$ cat src/rtl/fios_res_normalizer.sv
// Final stage of the FIOS Montgomery chain: resolves carry-save limbs into T < 2p,
// then streams either T or T - p word-serially, picking whichever is reduced.
module fios_res_normalizer #(
  parameter int S     = 8,
  parameter int IDX_W = $clog2(S+1)
) (
  input  logic             clock_i,
  input  logic             reset_i,
  input  logic             res_valid_i,
  output logic             res_ready_o,
  input  logic [16:0]      res_word_i,
  input  logic [16:0]      res_carry_i,
  output logic [IDX_W-1:0] p_addr_o,
  input  logic [16:0]      p_word_i,
  output logic             out_valid_o,
  input  logic             out_ready_i,
  output logic [16:0]      out_word_o,
  output logic             out_last_o,
  output logic             busy_o
);

  localparam int AW = (S > 1) ? $clog2(S) : 1;
  localparam logic [IDX_W-1:0] LAST = IDX_W'(S-1);

  typedef enum logic [1:0] {IDLE, COLLECT, DECIDE, OUTPUT} state_t;
  typedef struct packed {
    logic [16:0] t;
    logic [16:0] d;
  } ent_t;

  state_t           state, state_nx;
  logic [IDX_W-1:0] idx;
  logic [AW-1:0]    widx;
  logic [17:0]      carry_acc;
  logic             borrow, sel_sub;
  ent_t             buf_q [S];

  logic             acc, out_hs;
  logic [17:0]      cin, sum, d;
  logic             bin;
  logic [16:0]      t;

  assign widx     = idx[AW-1:0];
  assign acc      = res_valid_i & res_ready_o;
  assign out_hs   = out_valid_o & out_ready_i;
  assign p_addr_o = idx;

  // A limb accepted in IDLE starts a fresh operand regardless of leftover accumulators.
  assign cin = (state == IDLE) ? 18'd0 : carry_acc;
  assign bin = (state == IDLE) ? 1'b0  : borrow;
  assign sum = {1'b0, res_word_i} + cin;
  assign t   = sum[16:0];
  assign d   = {1'b0, t} - {1'b0, p_word_i} - {17'd0, bin};

  always_ff @(posedge clock_i or posedge reset_i) begin
    if (reset_i) state <= IDLE;
    else         state <= state_nx;
  end

  always_comb begin
    state_nx    = state;
    res_ready_o = 1'b0;
    out_valid_o = 1'b0;
    busy_o      = 1'b1;
    case (state)
      IDLE: begin
        res_ready_o = 1'b1;
        busy_o      = 1'b0;
        if (acc) state_nx = COLLECT;
      end
      COLLECT: begin
        res_ready_o = 1'b1;
        if (acc && idx == LAST) state_nx = DECIDE;
      end
      DECIDE: state_nx = OUTPUT;
      OUTPUT: begin
        out_valid_o = 1'b1;
        if (out_ready_i && idx == LAST) state_nx = IDLE;
      end
      default: state_nx = IDLE;
    endcase
  end

  always_ff @(posedge clock_i or posedge reset_i) begin
    if (reset_i) begin
      idx       <= '0;
      carry_acc <= '0;
      borrow    <= 1'b0;
      sel_sub   <= 1'b0;
    end else begin
      if (acc) begin
        carry_acc <= {1'b0, res_carry_i} + {17'd0, sum[17]};
        borrow    <= d[17];
        idx       <= idx + 1'b1;
      end
      if (state == DECIDE) begin
        // T >= p: either a top word is present or the low words did not borrow.
        sel_sub <= (carry_acc != 18'd0) | ~borrow;
        idx     <= '0;
      end
      if (out_hs) idx <= (idx == LAST) ? '0 : idx + 1'b1;
    end
  end

  always_ff @(posedge clock_i) begin
    if (acc) buf_q[widx] <= '{t: t, d: d[16:0]};
  end

  assign out_word_o = (state != OUTPUT) ? 17'd0 :
                      sel_sub ? buf_q[widx].d : buf_q[widx].t;
  assign out_last_o = (state == OUTPUT) && (idx == LAST);

endmodule

$ cat config.mk
export PLATFORM = sky130hd
export DESIGN_NAME = fios_res_normalizer
export DESIGN_NICKNAME = d
export VERILOG_FILES = /design/src/rtl/fios_res_normalizer.sv
export SDC_FILE = /design/constraint.sdc
export NUM_CORES = 1
export LEC_CHECK = 0
export BUFFER_PORTS_ARGS = -buffer_cell sky130_fd_sc_hd__buf_4
export CAP_MARGIN = 20
export CORE_MARGIN = 5
export CORE_UTILIZATION = 55
export DETAILED_ROUTE_END_ITERATION = 16
export PLACE_DENSITY = 0.72
export SETUP_SLACK_MARGIN = 0.15
export SLEW_MARGIN = 20
export SYNTH_ARGS = -nofsm -noshare
export SYNTH_HDL_FRONTEND = slang
export SYNTH_SLANG_ARGS = --single-unit
$ cat constraint.sdc
create_clock -name clock_i -period 9 [get_ports clock_i]
set_input_delay 0.45 -clock clock_i [delete_from_list [all_inputs] [get_ports clock_i]]
set_output_delay 0.45 -clock clock_i [all_outputs]
set_load 0.02 [all_outputs]
* Yosys cells after proc, flatten, opt, wreduce, memory -nomap -nowiden
Memory sizes are Yosys's and may differ from the RTL's. Index checks and enable logic that the tools add are counted.
Cells by class: magnitude comparators 0, bitwise gates (word level) 4, shift operators 0, multipliers 0, equal/unequal tests 8, divide/modulo/power cells 0, $add $sub $neg 5, multiplexer cells 17, reduce and logical (&&, ||, !) cells 8
Operator list (number):
- 17-bit 2-to-1 mux | 2
- 17-bit by 1-bit adder with 18-bit output | 1
- 17-bit by 18-bit adder with 18-bit output | 1
- 18-bit 2-to-1 mux | 1
- 18-bit nonzero test | 1
- 17-bit by 17-bit subtractor with 18-bit output | 1
- 18-bit by 1-bit subtractor with 18-bit output | 1
- 4-bit 2-to-1 mux | 4
- 2-bit != test (second input constant) | 4
- 2-bit one-hot mux with 4 select lines | 1
- 1-bit 2-to-1 mux | 6
- 2-bit 2-to-1 mux | 3
- 4-bit by 1-bit adder with 4-bit output (second input constant) | 1
- 2-bit == test (second input constant) | 2
- 4-bit by 3-bit == test with 1-bit output (second input constant) | 1
- 1-bit logical AND | 3
- 3-bit AND reduction | 1
- 3-bit nonzero test | 1
- 1-bit bitwise AND | 2
- 2-bit by 1-bit == test with 1-bit output (second input constant) | 1
- 2-bit zero test | 1
- 2-bit OR reduction | 1
- 1-bit inverter | 1
- 1-bit OR | 1
Storage, ports and cells: RAM bits 272, register bits 26, memory bits (read-only) 0, logic and storage cells 48, memories kept 1, input bits 55, latch bits 0
Memories:
- buf_q | depth 8, width 34, read ports 1, clocked after Yosys merged registers in 0, wr ports 1, line 36 | ent_t buf_q [S];

* Depth between registers and ports, before layout
Gate-level depths: netlist of run 1.
depth in word-level cells 7, gate-level depth with buffers 24, gate-level depth less buffers 22

* Worst setup path after synthesis of run 1
No wires, ideal clock.
path kind register to register, start reg state[0], end mem buf_q[0][12] (netlist name), data pin, slack 3.933 ns, path buffers 2, data required time 8.729 ns, period minus slack after synthesis 5.067 ns, cell stages (with the launch flop) 23, data arrival time 4.796 ns, path through dfrtp_1 > inv_1 > ha_1 > clkbuf_1 > clkbuf_1 > nor2b_1 > ha_1 > fa_1 > a21o_1 > a21oi_2 > o21bai_1 > a31o_2 > a21oi_2 > xor2_1 > ha_1 > inv_1 > ha_1 > inv_1 > o22ai_1 > a2111oi_2 > nor2_1 > o31ai_4 > a21boi_0
On the way: cells in the longest elaborated chain, start to end 5, elaborated cells between the ends (all ways) 6, those cells by class add/sub: 3; mux: 2; reduce/logical: 1
Ends and longest elaborated chain:
- start: declaration | line 31 | state_t state, state_nx;
- start signal: assignment | line 57 | else state <= state_nx;
- 2-bit zero test * | line 49, 50
- 18-bit 2-to-1 mux | line 49 | assign cin = (state == IDLE) ? 18'd0 : carry_acc;
- 17-bit by 18-bit adder with 18-bit output | line 51 | assign sum = {1'b0, res_word_i} + cin;
- 17-bit by 17-bit subtractor with 18-bit output | line 53 | assign d = {1'b0, t} - {1'b0, p_word_i} - {17'd0, bin};
- 18-bit by 1-bit subtractor with 18-bit output * | line 53
- via d[12] | line 39 | logic [17:0] cin, sum, d;
- end: declaration | line 36
The timed path passes the listed nets; every way through them passes the cells marked *.

* Worst setup path in the final report of run 1
start reg state[0], end mem buf_q[1][12] (netlist name), data pin
The elaborated chain is that of the path after synthesis.

==> results of run 1 <==
-- sequential cells by signal, summed over array words and instances, names as in the netlist --
name / count
buf_q: 272
carry_acc: 18
p_addr_o: 4
state: 2
borrow: 1
sel_sub: 1
-- worst max-delay path, delay by kind of cell, from the launching register on --
family / cells / cell delay, ps
AND/OR/NAND/NOR: 2 / 280
flip-flops: 1 / 400
buffers and inverters: 3 / 230
XOR/XNOR: 1 / 210
AO/OA/AOI/OAI: 9 / 2330
adder cells (fa/ha/maj): 5 / 1810
-- per-stage QoR --
stage	worst slack, ps	hold slack, ps
CTS	3470	176
floorplan	3930	464
detailed placement	3470	492
finish	3450	214
global placement	3680	486
global route	2910	220
-- layer usage --
metal / vias up / global-route usage / wire length, um
met1: 4465 / 0.323 / 14100
li1: 4173 / - / -
met4: 0 / 0.0575 / 766
met5: - / 0 / 0
met2: 310 / 0.364 / 15500
met3: 53 / 0.0377 / 2450
-- layout make-up --
type	instances	share of cell area
inverters	61	0.0142
well taps	335	0.0259
repair buffers	100	0.0470
flip-flops and latches	298	0.546
clock buffers	40	0.0487
clock inverters	11	0.00464
multi-input cells	648	0.314
-- cells by family after synthesis --
group / synth area share
adder cells (fa/ha/maj): 0.0513
multiplexers: 0.0851
AND/OR/NAND/NOR: 0.0832
AO/OA/AOI/OAI: 0.105
buffers and inverters: 0.0358
flip-flops: 0.614
XOR/XNOR: 0.0250
-- placed cells by master (no fill, tap or decap), types with 6 or more instances in the layout --
cell | synthesis | layout
inv_1 | 61 | 61
mux2i_1 | 32 | 32
buf_4 | 6 | 97
mux2_2 | 28 | 28
a22oi_1 | 19 | 19
a21oi_1 | 36 | 36
nor2b_1 | 33 | 33
ha_1 | 54 | 54
mux4_2 | 26 | 26
edfxtp_1 | 272 | 272
nand2b_1 | 7 | 7
clkbuf_16 | 0 | 29
xor2_1 | 19 | 19
nor3_1 | 20 | 18
or3_1 | 6 | 6
nand4_1 | 7 | 7
a22o_1 | 11 | 11
clkbuf_1 | 17 | 9
o211ai_1 | 6 | 6
dfrtp_1 | 26 | 23
xnor2_1 | 22 | 22
a31oi_1 | 8 | 8
a221oi_1 | 7 | 7
and3_1 | 9 | 8
a211oi_1 | 11 | 11
nand3_1 | 16 | 16
a311oi_1 | 10 | 10
a21o_1 | 9 | 9
nor2_1 | 60 | 57
clkinv_1 | 0 | 7
nand2_1 | 69 | 69
o21ai_0 | 51 | 51
-- timing repair --
action,CTS,global route
hold endpoints to repair,0,5
hold buffers,0,1
setup endpoints to repair,0,0
-- path summary, 6_finish.rpt --
kind,startpoint,to,slack [ps],depth (start not counted)
min in group asynchronous,reset_i,p_addr_o[0]$_DFFE_PP0P_,410,3
worst min-delay path,res_carry_i[15],carry_acc[17]$_DFFE_PP0P_,210,3
worst min register to register,carry_acc[14]$_DFFE_PP0P_,carry_acc[14]$_DFFE_PP0P_,500,2
worst max register to register,state[0]$_DFFE_PP0P_,buf_q[1][12]$_DFFE_PP_,3450,20
worst max-delay path,state[0]$_DFFE_PP0P_,buf_q[1][12]$_DFFE_PP_,3450,20
max in group asynchronous,reset_i,borrow$_DFFE_PP0P_,8160,4
==> metrics.yaml, run 1 <==
critical_path:
  worstSetupPathType: "flop to flop"
  cp.arrival_ps: 5790
  cp_max_fo: 21
  crit_top_cell: "ha_1"
  slowest_delay_ps: 660
  crit_required_ps: 9240
  setup.worst_path.end_class: "flop"
  worstPathCellList: "inv_1 > ha_1 > nor2b_1 > ha_1 > fa_1 > a21o_1 > a21oi_2 > o21bai_1 > a31o_2 > a21oi_2 > xor2_1 > ha_1 > inv_1 > ha_1 > inv_1 > o22ai_1 > a2111oi_2 > nor2_1 > o31ai_4 > a21boi_0"
  critPathSlowestCell: "a21boi_0"
  crit_path_start_kind: "flop"
logic_synthesis:
  ys_ff_latch: 298
  synth_area_leader_cell: "edfxtp_1"
  synthTopCellsByArea: "edfxtp_1 (57%), ha_1 (4.7%), dfrtp_1 (4.5%), mux4_2 (4.1%), mux2i_1 (2.2%)"
  synth_commonest_cells: "edfxtp_1 (272), nand2_1 (69), inv_1 (61), nor2_1 (60), ha_1 (54)"
  synth-main-ff-cell: "edfxtp_1"
  syn_inst: 1064
  synth_area_um2: 14400
  synth.most_common_cell: "edfxtp_1"
  ys_types: 69
  synth_edf_count: 272
  synth_top_area_share: 0.569
  ys.warnings.count: 0
  synthArstFlopShare: 0.0872
  syn-num-nets: 1176
  postSynthAreaPerCell_um2: 13.5
  ys_seq_area_frac: 0.614
clocking:
  clockRootBuffer: "clkbuf_16"
  cts_tree: "yes"
  cts_setup_buffers: 0
  clk_path_buf_depth: 3
  cts-resized-gates: 0
  clk_latency_ps: 540
  numCtsBuffers: 28
  cts_num_sinks: 298
  htreeDepth: 1
  clkTransAtPathRegs_ps: 60
global_route:
  gr-usage-all-layers: 0.225
  grt_pass1_vias: 8863
  grt_first_pass_wirelength_um: 50700
  grt_max_degree: 52
  grt.overflow.total: 0
  grt_antenna_before_repair: 0
sta:
  slew_headroom: 0.341
  worstMarginPinSlew_ps: 987
  period_needed_ps: 5550
  tns_ps: 0
  maxSlewViolCount: 0
  setup-violations-final: 0
  grt_setup_unrepaired: "no"
  max_freq_ghz: 0.180
  finalClockSkew_ps: 8.42
  hold_viol: 0
  finalCritPeriodShare: 0.617
layout:
  n_antenna_cell: 0
  stdcell_count: 1493
  final_layout_size_suffix_gt1_frac: 0.187
  finalInstanceArea_um2: 16200
  seqCellArea_um2: 8830
  nFillCells: 1963
  multi_input_area_um2: 5070
  nets: 1249
  area_growth_pct: 12.7
  finish.utilization: 0.624
floorplanning:
  core.rowCount: 59
  initial_core_util: 0.554
  ios: 80
  die-height_um: 172
  die_area_um2: 29400
  core-area_um2: 25900
  die_x_um: 172
routing:
  dr.first_iter.drc_count: 801
  first_pass_iters: 5
  route.detailed.drc: 0
  wire_per_inst_um: 22.0
  vias: 9001
  ant_nets: 0
  via_per_inst: 6.03
  drt_wl_total_um: 32800
placed_design:
  placed_area_um2: 15300
  dp.cells: 1439
  dp_hpwl_um: 21100
  place_congestion: 0.885
  numPortBuffers: 79
job:
  max_cap_violations: 0
hold_path:
  hold_path_class: "primary input to flop"
status:
  status: "completed"
Power of run 1 is not shown: default switching activity piles up to over one toggle a cycle in this logic, so the estimate is an artifact.
==> run 2, diff against run 1 <==
==> constraint.sdc (replaced) <==
create_clock -name clock_i -period 5.4 [get_ports clock_i]
set_input_delay 0.27 -clock clock_i [delete_from_list [all_inputs] [get_ports clock_i]]
set_output_delay 0.27 -clock clock_i [all_outputs]
set_load 0.02 [all_outputs]
==> metrics.yaml, run 2 (synthesized netlist as in run 1, its figures left out) <==
routing:
  wl_met2_um: 16400  # +5.9%
  routed-wl-met3_um: 2430  # -1.1%
  route.detailed.drc: 0  # unchanged
  drt_wl_total_um: 33600  # +2.2%
  first_pass_iters: 5  # unchanged
  ant_nets: 0  # unchanged
  via_per_inst: 6.05  # +0.41%
  vias: 9044  # +0.48%
  dr.first_iter.drc_count: 734  # -8.4%
  top_layer_used: "met4"
  wire_per_inst_um: 22.5  # +2.2%
  wl_met1_um: 14100  # +0.18%
job:
  max_cap_violations: 0  # unchanged
layout:
  largest_register_ffs: 272  # unchanged
  final_layout_size_suffix_gt1_frac: 0.195  # +0.00760
  layout_common_cells: "edfxtp_1 (272), buf_4 (99), nand2_1 (69), inv_1 (60), nor2_1 (57)"
  nets: 1251  # +0.16%
  n_antenna_cell: 0  # unchanged
  top_register: "buf_q"
  nFillCells: 1925  # -1.9%
  area_growth_pct: 12.9
  layout_commonest_cell: "edfxtp_1"
global_route:
  gr-usage-all-layers: 0.230  # +0.00458
  grt_pass1_vias: 8931  # +0.77%
  grt_max_degree: 58  # +12%
  grt.overflow.total: 0  # unchanged
  grt_first_pass_wirelength_um: 51700  # +1.9%
  grt_antenna_before_repair: 0  # unchanged
clocking:
  clockRootBuffer: "clkbuf_16"
  cts_setup_buffers: 0  # unchanged
  clk_latency_ps: 540  # about the same
  cts_tree: "yes"
  numCtsBuffers: 29  # +3.6%
  clkTransAtPathRegs_ps: 70  # about the same
  htreeDepth: 1  # unchanged
  cts_num_sinks: 298  # unchanged
  clk_path_buf_depth: 3  # unchanged
sta:
  maxSlewViolCount: 0  # unchanged
  setup_ws_ps: 454  # -2990 ps
  setup-violations-final: 0  # unchanged
  period_needed_ps: 4950  # -606 ps
  grt_setup_unrepaired: "no"
  finalCritPeriodShare: 0.916  # +0.299
  worstMarginPinSlew_ps: 1080  # +96.8 ps
  finalClockSkew_ps: 18.4  # +10.0 ps
  tns_ps: 0  # unchanged
  slew_headroom: 0.278  # -0.0631
  hold_viol: 0  # unchanged
  max_freq_ghz: 0.202  # +12%
critical_path:
  crit_path_start_kind: "flop"
  reg2reg_depth: 21  # +5.0%
  worstSetupPathType: "flop to flop"
  cp.arrival_ps: 5190  # -600 ps
  critPathSlowestCell: "dfrtp_1"
  path_buf_inv: 4  # +1
  crit_required_ps: 5640  # -3600 ps
  worstPathCellList: "inv_1 > ha_1 > buf_4 > nor2b_1 > fa_1 > a21o_1 > a21oi_2 > o21bai_1 > a31o_2 > a21oi_2 > xor2_1 > ha_1 > inv_1 > ha_1 > inv_1 > o22ai_1 > a2111oi_2 > nor2_1 > o31ai_4 > a21oi_1 > a311o_1"
  critical-path-top-delay-family: "compound AO/OA/AOI/OAI gates"
  reg2reg_slack_ps: 450  # -2990 ps
  cp_max_fo: 20  # -4.8%
  timing.rr.end: "buf_q[1][14]$_DFFE_PP_"
  slowest_delay_ps: 410  # -250 ps
  rr_startpoint: "state[0]$_DFFE_PP0P_"
  setup.worst_path.end_class: "flop"
floorplanning:
  die_x_um: 172  # unchanged
  ios: 80  # unchanged
  initial_core_util: 0.554  # unchanged
  core.rowCount: 59  # unchanged
  core-area_um2: 25900  # unchanged
  die_area_um2: 29400  # unchanged
  die-height_um: 172  # unchanged
placed_design:
  dpl_worst_slack_ps: 377  # -3100 ps
  place_congestion: 0.921  # +4.1%
  dp_hpwl_um: 22000  # +4.1%
  numPortBuffers: 79  # unchanged
hold_path:
  hold_start: "res_carry_i[12]"
  hold_end: "carry_acc[12]$_DFFE_PP0P_"
  hold-path-cell-count: 3  # unchanged
  hold_path_class: "primary input to flop"
status:
  status: "completed"
[run 2: cell count changes in the layout (fill, tap and decap cells not counted), sizes merged]
cell    delta
clkinv     +6
bufinv     +1
inv        +1
buf        +1
clkbuf     -8
[run 2: tightest hold or removal path: stages]
cell and delay [ps]:
buf_4 90, xnor2_1 100, o21ai_0 60
[run 2: worst max path at each step]
| stage | from | endpoint | slack, ps | depth (start not counted) |
|---|---|---|---|---|
| CTS | state[0]$_DFFE_PP0P_ | buf_q[7][15]$_DFFE_PP_ | 310 | 20 |
| detailed placement | state[0]$_DFFE_PP0P_ | buf_q[2][15]$_DFFE_PP_ | 380 | 20 |
| global placement | state[0]$_DFFE_PP0P_ | buf_q[6][16]$_DFFE_PP_ | 590 | 21 |
| global route | state[0]$_DFFE_PP0P_ | buf_q[7][13]$_DFFE_PP_ | 170 | 20 |
| finish | state[0]$_DFFE_PP0P_ | buf_q[1][14]$_DFFE_PP_ | 450 | 21 |
| floorplan | state[0]$_DFFE_PP0P_ | buf_q[0][12]$_DFFE_PP_ | 330 | 22 |
[run 2: what timing repair did]
item / CTS / global route
setup endpoints to repair: 0 / 16
hold endpoints to repair: 26 / 0
hold buffers: 1 / 0
resized for setup: 0 / 2
[run 2: metrics by stage]
step	utilization	hold slack (ps)	std cells	cell area [um^2]
final	0.625	16.1	1494	16200
after global routing	0.625	28.1	1494	16200
after CTS	0.625	5.31	1493	16200
after detailed placement	0.590	495	1441	15300
after global placement	0.590	483	1441	15300
after floorplan	-	310	1064	14400
[run 2: cell type report]
| class | count | area [um^2] | share of cell area |
|---|---|---|---|
| inverters | 61 | 229 | 0.0141 |
| clock buffers | 32 | 737 | 0.0455 |
| flip-flops and latches | 298 | 8830 | 0.545 |
| well taps | 335 | 419 | 0.0259 |
| repair buffers | 101 | 758 | 0.0468 |
| clock inverters | 19 | 146 | 0.00903 |
| multi-input cells | 648 | 5080 | 0.314 |
[run 2: metal layers]
metal,global-route usage,up-vias
met1,0.324,4500
met2,0.380,324
met5,0,-
met4,0.0524,0
li1,-,4173
met3,0.0393,47
Power of run 2 is left out for the same reason.
